$ cat src/rtl/rsnn_pkg.sv
// Shared definitions for the RSNN run controller: state encoding and defaults.
package rsnn_pkg;

  localparam int PARAM_BITS_DEF = 312;
  localparam int SYNC_LAT_DEF   = 2;

  localparam logic [3:0] S_IDLE        = 4'd0;
  localparam logic [3:0] S_LOAD_REQ    = 4'd1;
  localparam logic [3:0] S_LOAD_BIT    = 4'd2;
  localparam logic [3:0] S_LOAD_END    = 4'd3;
  localparam logic [3:0] S_STEP_WAIT   = 4'd4;
  localparam logic [3:0] S_STEP_LATCH  = 4'd5;
  localparam logic [3:0] S_STEP_EVAL   = 4'd6;
  localparam logic [3:0] S_STEP_SETTLE = 4'd7;
  localparam logic [3:0] S_DONE        = 4'd8;
  localparam logic [3:0] S_ERROR       = 4'd9;

  // True while a load or run is in progress (network side powered).
  function automatic logic is_active(input logic [3:0] s);
    return !((s == S_IDLE) || (s == S_DONE) || (s == S_ERROR));
  endfunction

endpackage

$ cat src/rtl/rsnn_cycle_timer.sv
// Loadable down-counter shared by every timed wait of the run controller.
module rsnn_cycle_timer #(
  parameter int W = 10
) (
  input  logic         clk,
  input  logic         reset,
  input  logic         load,
  input  logic [W-1:0] load_val,
  output logic         zero
);

  logic [W-1:0] count;

  // Reload on request, otherwise count down and hold at zero.
  always_ff @(posedge clk) begin
    if (reset) begin
      count <= '0;
    end else if (load) begin
      count <= load_val;
    end else if (count != '0) begin
      count <= count - W'(1);
    end
  end

  assign zero = (count == '0);

endmodule

$ cat src/rtl/rsnn_run_controller.sv
// Sequences a parameter load followed by num_steps network timesteps.
module rsnn_run_controller
  import rsnn_pkg::*;
#(
  parameter int PARAM_BITS  = PARAM_BITS_DEF,
  parameter int SYNC_LAT    = SYNC_LAT_DEF,
  parameter int EVAL_CYCLES = 1,
  parameter int TIMEOUT     = 1023
) (
  input  logic       clk,
  input  logic       reset,
  input  logic       start,
  input  logic       abort,
  input  logic [7:0] num_steps,
  input  logic       param_valid,
  input  logic       param_bit,
  output logic       param_ready,
  output logic       load_params,
  output logic       data_in,
  input  logic       data_written,
  input  logic       end_writing,
  input  logic       step_valid,
  input  logic [2:0] step_spikes,
  output logic       step_ready,
  output logic       system_enable,
  output logic       spike_input_reg_enable,
  output logic       RSNN_enable,
  output logic [2:0] input_spikes,
  input  logic [2:0] output_spikes,
  output logic       out_valid,
  output logic [2:0] out_spikes,
  output logic       busy,
  output logic       done,
  output logic       error
);

  localparam int BW = $clog2(PARAM_BITS + 1);
  localparam int TW = $clog2(TIMEOUT + 1);

  logic [3:0]    state;
  logic [3:0]    state_nxt;
  logic [BW-1:0] bit_cnt;
  logic [7:0]    step_cnt;
  logic [7:0]    steps_lat;
  logic          timer_load;
  logic [TW-1:0] timer_val;
  logic          timer_zero;
  logic          bit_ack;
  logic          settle_end;
  logic          in_load;

  assign in_load    = (state == S_LOAD_BIT) || (state == S_LOAD_END);
  assign bit_ack    = (state == S_LOAD_BIT) && param_valid && data_written;
  assign settle_end = (state == S_STEP_SETTLE) && timer_zero;

  // Next-state decision; abort overrides everything except reset.
  always_comb begin
    state_nxt = state;
    if (abort) begin
      state_nxt = S_IDLE;
    end else begin
      case (state)
        S_IDLE:        if (start) state_nxt = S_LOAD_REQ;
        S_LOAD_REQ:    state_nxt = S_LOAD_BIT;
        S_LOAD_BIT: begin
          if (bit_ack) begin
            if (bit_cnt == BW'(PARAM_BITS - 1)) state_nxt = S_LOAD_END;
          end else if (!data_written && timer_zero) begin
            state_nxt = S_ERROR;
          end
        end
        S_LOAD_END: begin
          if (end_writing) begin
            state_nxt = (steps_lat == 8'd0) ? S_DONE : S_STEP_WAIT;
          end else if (!data_written && timer_zero) begin
            state_nxt = S_ERROR;
          end
        end
        S_STEP_WAIT:   if (step_valid) state_nxt = S_STEP_LATCH;
        S_STEP_LATCH:  if (timer_zero) state_nxt = S_STEP_EVAL;
        S_STEP_EVAL:   if (timer_zero) state_nxt = S_STEP_SETTLE;
        S_STEP_SETTLE: begin
          if (timer_zero) begin
            state_nxt = (step_cnt + 8'd1 == steps_lat) ? S_DONE : S_STEP_WAIT;
          end
        end
        S_DONE:        state_nxt = S_IDLE;
        S_ERROR:       if (start) state_nxt = S_LOAD_REQ;
        default:       state_nxt = S_IDLE;
      endcase
    end
  end

  // Timer reload: on every state entry, and on every memory write while loading
  // so the timeout measures idle time since the last write.
  always_comb begin
    timer_load = (state_nxt != state) || (data_written && in_load);
    case (state_nxt)
      S_LOAD_BIT, S_LOAD_END:      timer_val = TW'(TIMEOUT - 1);
      S_STEP_LATCH, S_STEP_SETTLE: timer_val = TW'(SYNC_LAT);
      S_STEP_EVAL:                 timer_val = TW'(EVAL_CYCLES - 1);
      default:                     timer_val = '0;
    endcase
  end

  rsnn_cycle_timer #(
    .W (TW)
  ) u_timer (
    .clk      (clk),
    .reset    (reset),
    .load     (timer_load),
    .load_val (timer_val),
    .zero     (timer_zero)
  );

  // State, counters and the registered spike/handshake outputs.
  always_ff @(posedge clk) begin
    if (reset) begin
      state        <= S_IDLE;
      bit_cnt      <= '0;
      step_cnt     <= '0;
      steps_lat    <= '0;
      input_spikes <= '0;
      out_spikes   <= '0;
      out_valid    <= 1'b0;
    end else begin
      state     <= state_nxt;
      out_valid <= 1'b0;
      if (state_nxt == S_LOAD_REQ) steps_lat <= num_steps;
      if (state == S_LOAD_REQ) begin
        bit_cnt  <= '0;
        step_cnt <= '0;
      end else if (bit_ack) begin
        bit_cnt <= bit_cnt + BW'(1);
      end
      if (!abort && (state == S_STEP_WAIT) && step_valid) input_spikes <= step_spikes;
      if (!abort && settle_end) begin
        out_spikes <= output_spikes;
        out_valid  <= 1'b1;
        step_cnt   <= step_cnt + 8'd1;
      end
    end
  end

  assign busy                   = is_active(state);
  assign system_enable          = busy;
  assign load_params            = (state == S_LOAD_REQ);
  assign data_in                = (state == S_LOAD_BIT) && param_valid && param_bit;
  assign param_ready            = bit_ack;
  assign step_ready             = (state == S_STEP_WAIT);
  assign spike_input_reg_enable = (state == S_STEP_LATCH);
  assign RSNN_enable            = (state == S_STEP_EVAL);
  assign done                   = (state == S_DONE);
  assign error                  = (state == S_ERROR);

endmodule

$ cat config.mk
export PLATFORM = sky130hd
export DESIGN_NAME = rsnn_run_controller
export DESIGN_NICKNAME = d
export VERILOG_FILES = /design/src/rtl/rsnn_pkg.sv /design/src/rtl/rsnn_cycle_timer.sv /design/src/rtl/rsnn_run_controller.sv
export SDC_FILE = /design/constraint.sdc
export NUM_CORES = 1
export LEC_CHECK = 0
export CAP_MARGIN = 10
export CORE_UTILIZATION = 54
export CTS_CLUSTER_SIZE = 12
export DETAILED_ROUTE_END_ITERATION = 10
export PLACE_DENSITY_LB_ADDON = 0.05
export SETUP_SLACK_MARGIN = 0.02
export SLEW_MARGIN = 20
export SYNTH_ARGS = -nofsm -noshare
export SYNTH_HDL_FRONTEND = slang
export SYNTH_SLANG_ARGS = --single-unit
$ cat constraint.sdc
create_clock -name clk -period 3.1 [get_ports clk]
set_input_delay 0.31 -clock clk [delete_from_list [all_inputs] [get_ports clk]]
set_output_delay 0.31 -clock clk [all_outputs]
set_load 0.03 [all_outputs]
After elaboration in Yosys (flattened, before gate mapping) --
Cells that the tools add are included.
Storage, ports and cells: bits in writable memories 0, input port bits 23, bits in latches 0, flip-flop bits (word level) 46, output and inout port bits 17, memories 0, ROM bits 0, logic and storage cells 73
Operators by class: divide/modulo/power cells 0, reduce and logical (&&, ||, !) cells 26, $lt $le $gt $ge 0, bitwise logic cells 0, multipliers 0, shifts and indexed selects 0, equality and inequality tests 17, mux-type cells 19, add/subtract/negate cells 3
Operators with widths (number):
- 2-to-1 mux 4 bit | 12
- case mux 4 bit (8 select lines) | 1
- == test 4 x 3 -> 1 bit, second input constant | 6
- 2-to-1 mux 10 bit | 2
- case mux 10 bit (2 select lines) | 1
- == test 4 x 2 -> 1 bit, second input constant | 4
- 2-to-1 mux 8 bit | 2
- logical NOT 10 bit | 1
- nonzero test 10 bit | 1
- subtractor 10 x 1 -> 10 bit, second input constant | 1
- adder 9 x 1 -> 9 bit, second input constant | 1
- == test 9 bit, second input constant | 1
- logical AND 1 bit | 9
- adder 8 x 1 -> 8 bit, second input constant | 1
- == test 4 x 1 -> 1 bit, second input constant | 2
- == test 4 bit, second input constant | 2
- == test 8 bit | 1
- logical NOT 8 bit | 1
- OR reduction 2 bit | 4
- logical NOT 4 bit | 1
- logical OR 1 bit | 4
- inequality test 4 bit | 1
- nonzero test 2 bit | 2
- logical NOT 1 bit | 3
- 2-to-1 mux 1 bit | 1

Depth between registers and ports, before layout --
word-level depth 10, depth in mapped cells 12, gate-level depth less buffers 9

Cells and area by module --
From an unflattened synthesis, not the netlist that was laid out.
Second synthesis, totals: cell total of the unflattened synthesis 346, area, all modules 2835.2 sq um
By module, submodules not included:
- rsnn_run_controller | sequential area each 720.7 sq um, instances 1, area each 2228.4 sq um, cells each 273
- rsnn_cycle_timer | sequential area each 200.2 sq um, instances 1, area each 606.8 sq um, cells each 73

Least setup slack after synthesis --
No wires, ideal clock.
path type reg2reg, start register state[3], end register steps_lat[0], stages on the path, launching flop included 10, buffers on the path 2, setup slack 0.466 ns, library setup time 0.072 ns, data arrival time 2.562 ns, path through dfxtp_1 nand2b_1 clkbuf_1 nor3b_1 and2_1 nor3_1 a311oi_1 nor3b_2 buf_6 mux2i_1
Between the ends: elaborated cells on any way between the ends 24
RTL lines:
- from (decl) | line rsnn_run_controller.sv:40 | logic [3:0] state;
- from (signal assigned) | line rsnn_run_controller.sv:127 | state <= state_nxt;
- == test 4 x 3 -> 1 bit
- net RSNN_enable | line rsnn_run_controller.sv:27 | output logic RSNN_enable,
- case mux 4 bit (8 select lines) | line rsnn_run_controller.sv:62 | case (state)
- 2-to-1 mux 4 bit | line rsnn_run_controller.sv:59 | if (abort) begin
- == test 4 x 1 -> 1 bit | line rsnn_run_controller.sv:129 | if (state_nxt == S_LOAD_REQ) steps_lat <= num_steps;
- to (signal assigned) | line rsnn_run_controller.sv:129
- to (decl) | line rsnn_run_controller.sv:44 | logic [7:0] steps_lat;
The timed path passes the listed nets, and every way through them passes these cells. A chain may end at the register's enable or synchronous reset.

Final worst setup path --
start register u_timer.count[0], end register steps_lat[7]
Between the ends: cells in the longest elaborated chain, start to end 7, elaborated cells on any way between the ends 11
RTL lines:
- from (decl) | line rsnn_cycle_timer.sv:12 | logic [W-1:0] count;
- from (signal assigned) | line rsnn_cycle_timer.sv:19 | count <= load_val;
- from (signal assigned) | line rsnn_cycle_timer.sv:21 | count <= count - W'(1);
- logical NOT 10 bit (*) | line rsnn_cycle_timer.sv:25 | assign zero = (count == '0);
- logical AND 1 bit | line rsnn_run_controller.sv:68, rsnn_run_controller.sv:75
- 2-to-1 mux 4 bit | line rsnn_run_controller.sv:68, rsnn_run_controller.sv:75
- 2-to-1 mux 4 bit, on equally long branches | line rsnn_run_controller.sv:73, rsnn_run_controller.sv:66
- case mux 4 bit (8 select lines) (*) | line rsnn_run_controller.sv:62
- 2-to-1 mux 4 bit (*) | line rsnn_run_controller.sv:59
- == test 4 x 1 -> 1 bit (*) | line rsnn_run_controller.sv:129
Every way passes the cells marked *; elsewhere a longest branch is shown, timed or not.

==> metrics.md <==
| Metric | Value |
|---|---|
| Count of flip-flops with a built-in enable after synthesis | `0` |
| Count of mapped cells out of synthesis | `333` |
| Share of final-layout standard cells stronger than drive strength 1 | `7.10%` |
| Final Util | `between 60% and 70%` |
| Power per unit of standard cell area | `534 nW/um^2` |
| DRT antenna net count | `0` |
| Total GRT Usage | `24.9%` |
| # H-tree levels | `2` |
| Die Area | `5370 um^2` |
| Final Wtd Congestion | `0.823` |
| Number of max-capacitance violations reported | `0` |
| Grt total ovfl | `0` |
| Syn nets | `360` |
| Root Buffer Master | `sky130_fd_sc_hd__clkbuf_8` |
| Global-route wire length before repair | `10400 um` |
| Ordered list of cells on the worst path | `inv_1, ha_1, or4b_1, or3_1, nor2_4, nand4_2, o21a_1, nor3b_2, buf_4, mux2i_1` |
| Combined area of all synthesized cells | `2740 um^2` |
| Startpoint Class | `flop` |
| Worst hold slack across all endpoints | `458 ps` |
| CP endpoint kind | `flop` |
| Top Layer Used | `met4` |
| Routed met1 length | `2950 um` |
| Share of the cycle needed by the critical path after routing | `92.9%` |
| Area growth syn-to-layout | `19.2%` |
| Nets | `392` |
| Slew headroom | `between 50 and 60%` |
| Sequential cell area fraction in the yosys report | `33.6%` |
| TritonCTS clock tree | `done` |
| Die extent in x | `approximately 73 um` |
| Cts bufs inserted | `5` |
| Synthesized-area fraction occupied by xor and xnor cells | `7.66%` |
| Leading cell type by number of instances after synthesis | `sky130_fd_sc_hd__dfxtp_1` |
| Design Power | `1.74 mW` |
| Flip-flop and latch count after synthesis | `46` |
| Largest fanout of any net on the critical path | `10` |
| # DRC | `0` |
| Routed length on met3 | `257 um` |
| Max Fclk | `~0.35 GHz` |
| Routed wirelength normalized by instance count | `14.6 um` |
| Dpl ws | `233 ps` |
| Sink Count | `46` |
| Count of hold-fix buffers inserted at cts | `0` |
| Final count of pins violating max slew | `0` |
| WP data arrival | `just over 3000 ps` |
| Reg area | `around 920 um^2` |
| Insertion delay to the later sink of the worst-skew pair | `300 ps` |
| Total Negative Setup Slacks | `0 ps` |
| Reported net switching power | `~610 uW` |
| Share of synthesized area spent on multiplexers | `5.11%` |
| Simple-Gate Fraction of Synth Area | `31.5%` |
| Placed wire-length estimate after detailed placement | `4590 um` |
| Floorplan row count | `25` |
| Combined buffer and inverter count along the critical path | `2` |
| Leakage | `1.20 nW` |
| Core area | `about 4800 um^2` |
| Final setup violation count | `0` |
| Part of the total power dissipated in combinational logic | `around 37%` |
| RSZ-0062 raised after global routing | `false` |
| Tmin final | `slightly below 3000 ps` |
| Worst min path class | `flop to flop` |
| Largest family of logic cells by synthesized area | `simple AND/OR/NAND/NOR gates` |
| Number of global-route vias before repair | `between 2k and 2.5k` |
| Number of library cell types mapped by synthesis | `57` |
| Clock power frac | `21.8%` |
| Crit Path Category | `flop to flop` |
| Internal power contribution | `between 1 and 1.5 mW` |
| Sequential Power Share | `around two fifths` |
| Longest Clk Path Bufs | `2` |
| Syn Area/Cell | `8.24 um^2` |
| Clock transition at path regs | `90 ps` |
| Number of I/O port buffers | `39` |
| Adder-cell share of the synthesized area | `1.82%` |
| Via-per-instance ratio | `5.74` |
| Initial Utilization | `56.9%` |
| Commonest cells post-synth | `46 x sky130_fd_sc_hd__dfxtp_1, 29 x sky130_fd_sc_hd__nor2_1, 21 x sky130_fd_sc_hd__nand2_1, 21 x sky130_fd_sc_hd__nand2b_1, 19 x sky130_fd_sc_hd__a21oi_1` |
| First-pass iteration count of the detailed router | `5` |
| Routed Wire Length | `6320 um` |
| Top Family by Delay on Critical Path | `simple AND/OR/NAND/NOR gates` |
| Met2 wirelength from detailed routing | `3070 um` |
| Total number of yosys warnings | `0` |
| Maximum resistive drop on vdd | `0.525 mV` |
| Number of DRC markers in iteration 0 | `118` |
| Async SR Flop Fraction | `0%` |
| Filler instances | `454` |
| Worst slew pin tran | `654 ps` |
| Crit path required time | `about 3300 ps` |
| Cell type with the largest total area after synthesis | `sky130_fd_sc_hd__dfxtp_1` |
| I/O pin count | `40` |
| Die H | `73.3 um` |
| Worst Slack Setup Final | `219 ps` |
| Initial antenna violation count | `0` |
| Area used by multi-input combinational logic | `1680 um^2` |
| Area fraction in compound gates after synthesis | `15.1%` |
| Largest net degree at the start of global routing | `32` |
| Leading post-synthesis cells by cell area | `sky130_fd_sc_hd__dfxtp_1 34%, sky130_fd_sc_hd__mux2i_1 5.1%, sky130_fd_sc_hd__nand2b_1 4.8%` |
| Master of the slowest instance on the critical path | `sky130_fd_sc_hd__or4b_1` |
| Proportion of total power due to net switching | `roughly a third` |
| Highest cell delay on the worst timing path | `510 ps` |
| Routed vias | `2486` |
| Yosys top cell area share | `33.6%` |
| Clock Skews | `6.65 ps` |
| Hold Violations, Final | `0` |
| Main synth FF type | `sky130_fd_sc_hd__dfxtp_1` |
| Run status | `completed` |
| Number of antenna diodes | `0` |
==> cells by family (layout without fill, tap and decap cells) <==
| kind of cell | Yosys count | count (layout) |
|---|---|---|
| mux | 14 | 14 |
| flops | 46 | 46 |
| fa+ha+maj | 4 | 4 |
| compound gates | 62 | 62 |
| simple gates | 152 | 152 |
| buf+inv | 31 | 64 |
| xor+xnor | 24 | 24 |
==> cell usage in the layout, fill, tap and decap left out, drive strengths merged, types with 2 or more instances in the layout <==
cell type,n
clkdlybuf4s50,39
o21ai,13
nor2,30
nand3,8
and4,2
a21oi,19
clkbuf,7
a311oi,2
dfxtp,46
nor2b,4
nand4,7
inv,7
nand2,21
or3,8
xor2,11
o311ai,2
a211oi,2
nor3b,4
xnor2,13
buf,10
ha,4
and3,4
nand3b,5
a31oi,2
o21bai,2
nand2b,21
nor3,17
nor4b,2
o32ai,8
nor4,5
or4,3
and2,5
o31ai,3
mux2i,14
==> routing by layer <==
| metal | up-vias | global-route usage (%) |
|---|---|---|
| li1 | 1254 | - |
| met1 | 1172 | 31.0 |
| met2 | 56 | 44.1 |
| met3 | 4 | 3.02 |
| met4 | 0 | 8.93 |
| met5 | - | 0 |
==> cell type report <==
| type | count | share of cell area [%] |
|---|---|---|
| multi-input cells | 256 | 51.4 |
| flip-flops and latches | 46 | 28.2 |
| repair buffers | 49 | 14.2 |
| clock buffers | 7 | 2.64 |
| well taps | 67 | 2.57 |
| inverters | 7 | 0.804 |
| clock inverters | 1 | 0.153 |
==> worst register-to-register path, delay by kind of cell (launching register included) <==
| kind | cells | cell delay, ps |
|---|---|---|
| AOI/OAI and AO/OA | 1 | 340 |
| adders and majority gates | 1 | 150 |
| buffers and inverters | 2 | 340 |
| muxes | 1 | 210 |
| DFF | 1 | 320 |
| and+or+nand+nor | 5 | 1470 |
==> power groups by stage <==
stage	Combinational [mW]	Sequential (mW)	Clock [mW]
2_1_floorplan	0.525	0.712	0
3_3_place_gp	0.626	0.728	0
3_5_place_dp	0.635	0.731	0
4_1_cts	0.638	0.719	0.386
5_1_grt	0.705	0.732	0.404
6_report	0.642	0.722	0.381
==> final timing paths <==
kind,slack [ps],endpoint,from,cells after the start
setup / recovery,220,steps_lat[7],u_timer.count[0],10
hold / removal,460,out_spikes[2],out_spikes[2],2
setup reg to reg,220,steps_lat[7],u_timer.count[0],10
hold reg to reg,460,out_spikes[2],out_spikes[2],2
==> state kept, by name, indices dropped and copies added (netlist names) <==
| name | flops |
|---|---|
| out_valid | 1 |
| step_cnt | 8 |
| steps_lat | 8 |
| bit_cnt | 9 |
| state | 4 |
| input_spikes | 3 |
| out_spikes | 3 |
| u_timer.count | 10 |
==> metrics by stage <==
stage / cell area (um^2) / instances
after floorplan: 2740 / 333
after global placement: 3180 / 425
after detailed placement: 3180 / 425
after CTS: 3270 / 433
after global routing: 3270 / 433
final: 3270 / 433
==> what timing repair did <==
item	in CTS	in global routing
gates resized for setup	0	1
setup endpoints to repair	0	1
buffers inserted	0	0
(Power assumes the default switching activity.)
